### config.mk
export PLATFORM = sky130hd
export DESIGN_NAME = irq_onehot_arbiter
export DESIGN_NICKNAME = d
export VERILOG_FILES = /design/src/rtl/irq_onehot_arbiter.sv
export SDC_FILE = /design/constraint.sdc
export NUM_CORES = 1
export LEC_CHECK = 0
export CORE_ASPECT_RATIO = 1.1
export CORE_MARGIN = 2
export CORE_UTILIZATION = 58
export CTS_BUF_LIST = sky130_fd_sc_hd__clkbuf_16
export CTS_CLUSTER_DIAMETER = 200
export CTS_CLUSTER_SIZE = 10
export DETAILED_ROUTE_END_ITERATION = 6
export PLACE_DENSITY = 0.81
export SLEW_MARGIN = 20
export SYNTH_ARGS = -nofsm -noshare
export SYNTH_HDL_FRONTEND = slang
export SYNTH_SLANG_ARGS = --single-unit
### constraint.sdc
create_clock -name clk -period 5.99 [get_ports clk]
set_clock_uncertainty 0.15 [all_clocks]
set_input_delay 0.599 -clock clk [delete_from_list [all_inputs] [get_ports clk]]
set_output_delay 0.599 -clock clk [all_outputs]
set_load 0.1 [all_outputs]
### src/rtl/irq_onehot_arbiter.sv
// irq_onehot_arbiter: captures request rising edges and issues one-hot grants under valid/ack.
// Define IRQ_ARB_FIXED_PRIO_EN for fixed priority (highest index wins); default is round-robin.
module irq_onehot_arbiter (
    input  logic       clk,
    input  logic       rst,
    input  logic [7:0] irq,
    input  logic       en,
    input  logic       ack,
    output logic [7:0] grant,
    output logic       valid,
    output logic [7:0] pending
);
    localparam logic [0:0] IDLE = 1'b0;
    localparam logic [0:0] GRANT = 1'b1;
    logic [0:0] state;
    logic [7:0] irq_q, sel, clr;
    assign valid = (state == GRANT);
    assign clr = (valid && ack) ? grant : 8'h00;
`ifdef IRQ_ARB_FIXED_PRIO_EN
    always_comb begin
        sel = 8'h00;
        for (int i = 0; i < 8; i++)
            if (pending[i]) sel = 8'b1 << i;
    end
`else
    logic [2:0] ptr, idx, gidx;
    // search starts just after the last acked index and wraps modulo 8
    always_comb begin
        sel = 8'h00;
        idx = 3'd0;
        for (int i = 1; i <= 8; i++) begin
            idx = ptr + 3'(i);
            if (sel == 8'h00 && pending[idx]) sel[idx] = 1'b1;
        end
    end
    always_comb begin
        gidx = 3'd0;
        for (int i = 0; i < 8; i++)
            if (grant[i]) gidx = 3'(i);
    end
    always_ff @(posedge clk or posedge rst) begin
        if (rst)
            ptr <= 3'd7;
        else if (valid && ack)
            ptr <= gidx;
    end
`endif
    // a rise on the bit being acked re-sets it in the same edge
    always_ff @(posedge clk or posedge rst) begin
        if (rst) begin
            state   <= IDLE;
            grant   <= 8'h00;
            pending <= 8'h00;
            irq_q   <= 8'h00;
        end else begin
            irq_q   <= irq;
            pending <= (pending & ~clr) | (irq & ~irq_q);
            if (state == IDLE && en && |pending) begin
                state <= GRANT;
                grant <= sel;
            end else if (state == GRANT && ack) begin
                state <= IDLE;
                grant <= 8'h00;
            end
        end
    end
endmodule

==> flow_summary.yaml <==
yosys:
  synthTopCellsByArea: "dfrtp_1, nand2_1, mux4_2, o21ai_0, nor2_1"
  synth_edf_count: 0
  synth_area_sq_um: 2940
  ys_async_sr_fraction: 1.00
  synth-main-ff-cell: "dfrtp_1"
  synth_commonest_cells: "nand2_1, nor2_1, dfrtp_1, o21ai_0, inv_1"
  yosysMostFrequentCell: "nand2_1"
  yosysTopAreaCell: "dfrtp_1"
  yosysSeqAreaShare: 0.240
  ys_warn_count: 0
  ys_types: 72
  syn_avg_cell_area_sq_um: 7.95
  synthCells: 369
  ys_ff_latch: 28
  synth.top_cell.area_share: 0.213
  synth_nets: 387
critical_path:
  endpoint_kind: "flop"
  worstRegToRegCells: 13
  worstPathArrival_ns: 5.48
  reg2reg_to: "grant[2]$_DFFE_PP0P_"
  crit-reg2reg-launch: "ptr[1]$_DFFE_PP1P_"
  required_ns: 5.98
  critPathCapture: "grant[2]$_DFFE_PP0P_"
  r2r_slack_ns: 0.50
  startpoint_type: "flop"
  crit_slowest_cell: "dfstp_2"
  worstSetupPathType: "reg -> reg"
  crit_fanout: 14
  slowest_delay_ns: 0.75
  crit_chain: "inv_1 > ha_1 > mux4_2 > nand2_1 > nand3_1 > o221a_2 > a2111oi_4 > a2111oi_0 > a211o_1 > nor4_2 > a211o_1 > a21o_1 > o31ai_1"
  crit_path_start: "ptr[1]$_DFFE_PP1P_"
  crit_top_cell: "a211o_1"
timing:
  finalSetupTns_ns: 0
  slew_viol_final: 0
  fin_crit_ns: 5.49
  setup-violations-final: 0
  grt_setup_unrepaired: "no"
  hold_violations: 0
  max_freq_mhz: 182
  slew_headroom: 0.338
  setup_slack_ns: 0.500
  finalCritPeriodShare: 0.917
  worstMarginPinSlew_ns: 0.989
  hold_ws_ns: 0.264
drt:
  wl_per_cell_um: 22.6
  vias_per_cell: 7.40
  drt-initial-drc-count: 483
  drc: 0
  drt_wl_total_um: 9930
  drt_pass1_iterations: 5
  ant_nets: 0
  vias: 3249
status:
  status: "finished, final reports clean"
clock_tree:
  clkTransAtPathRegs_ns: 0.07
  cts_buffer_depth: 2
  cts.repair.resized: 0
  cts_tree: "yes"
  post-cts-setup-buffers: 0
  hold_buffers: 0
  cts.sinks: 28
  clock-root-buffer: "clkbuf_16"
  insertion_delay_ns: 0.26
  cts.htree.levels: 1
  numCtsBuffers: 3
die:
  num_io_pins: 29
  start_util: 0.595
  die-height_um: 78.6
  die_w_um: 71.8
  dieArea_sq_um: 5650
  core_sq_um: 4930
  row_count: 27
placed_design:
  place_ws_ns: 0.639
  gp_congestion: 0.982
  io_buffers: 28
  dp.cells: 435
  detailed_place_hpwl_um: 7430
layout:
  layout.area.seq_sq_um: 704
  diodes: 0
  syn_to_final_growth_pct: 13.0
  fill_cells: 389
  fin_cells: 439
  final_nets: 400
  drive_above_1_share: 0.0945
  multiInputGateArea_sq_um: 2050
grt:
  grt_pass1_vias: 3065
  grt_overflow_total: 0
  antenna_found_initial: 0
  grtUsageTotal: 0.369
  grt_pass1_wl_um: 16300
  grt_max_degree: 32
min_path:
  hold_path_class: "reg -> reg"
flow_run:
  drv_cap: 0
## cells by family after synthesis
| family | share of synthesized area |
|---|---|
| flip-flops | 0.240 |
| buffers and inverters | 0.0618 |
| XOR/XNOR | 0.0119 |
| AND/OR/NAND/NOR | 0.246 |
| multiplexers | 0.0955 |
| adder cells (fa/ha/maj) | 0.0256 |
| AO/OA/AOI/OAI | 0.320 |
## per-layer routing
layer	track usage	up-vias	wire length, um
li1	-	1416	-
met1	0.473	1538	3730
met2	0.600	238	4730
met3	0.0398	57	841
met4	0.213	0	631
met5	0	-	0
## per-stage QoR
step	cell area, sq um	utilization
2_1_floorplan	2940	-
3_3_place_gp	3210	0.651
3_5_place_dp	3210	0.651
4_1_cts	3320	0.673
5_1_grt	3320	0.673
6_report	3320	0.673
## cells in the final DEF, fill, tap and decap left out, types with 3 or more instances in the layout
master           netlist  final
nand2_1               58     58
clkdlybuf4s50_1        0     28
nor2_1                27     27
dfrtp_1               25     25
o21ai_0               23     23
inv_1                 20     19
a21oi_1               17     17
mux2i_1               10     10
and2_1                 9      9
nor2b_1                9      9
mux4_2                 8      8
and3_1                 7      7
a31oi_1                7      7
o31ai_1                7      7
a22oi_1                6      6
nand4_1                6      6
ha_1                   6      6
nor3_1                 5      5
a211oi_1               5      5
a211o_1                5      5
nor4_1                 5      5
nand2b_1               4      4
a311o_1                4      4
buf_4                  1      4
a21o_1                 3      3
a221oi_1               3      3
a2bb2oi_1              3      3
o221ai_1               3      3
a32oi_1                3      3
a21boi_0               3      3
o211ai_1               3      3
a31o_2                 3      3
clkbuf_16              0      3
dfstp_2                3      3
## sequential cells by signal, summed over array words and instances, names as in the netlist
signal / count
ptr: 3
valid: 1
grant: 8
pending: 8
irq_q: 8
## worst min path at each step
stage          cells past startpoint              endpoint                from
2_1_floorplan                      1  pending[0]$_DFF_PP0_  irq_q[0]$_DFF_PP0_
3_5_place_dp                       1  pending[2]$_DFF_PP0_  irq_q[2]$_DFF_PP0_
3_3_place_gp                       1  pending[1]$_DFF_PP0_  irq_q[1]$_DFF_PP0_
6_report                           1  pending[2]$_DFF_PP0_  irq_q[2]$_DFF_PP0_
4_1_cts                            1  pending[2]$_DFF_PP0_  irq_q[2]$_DFF_PP0_
5_1_grt                            1  pending[0]$_DFF_PP0_  irq_q[0]$_DFF_PP0_
## critical path, delay by kind of cell (launching register included)
| family | cells | cell delay, ns |
|---|---|---|
| flops | 1 | 0.75 |
| compound gates | 7 | 2.25 |
| fa+ha+maj | 1 | 0.46 |
| buf+inv | 1 | 0.17 |
| simple gates | 3 | 1.00 |
| mux | 1 | 0.57 |
## layout make-up
class,instances,area share
multi-input combinational,297,0.618
clock buffer,3,0.0226
tap,58,0.0219
sequential,28,0.212
clock inverter,1,0.00905
timing repair buffer,32,0.0935
inverter,20,0.0226
Power is left out: the tool's default activity adds up to more than one toggle a clock period on the data nets, which glitch-free logic cannot reach.
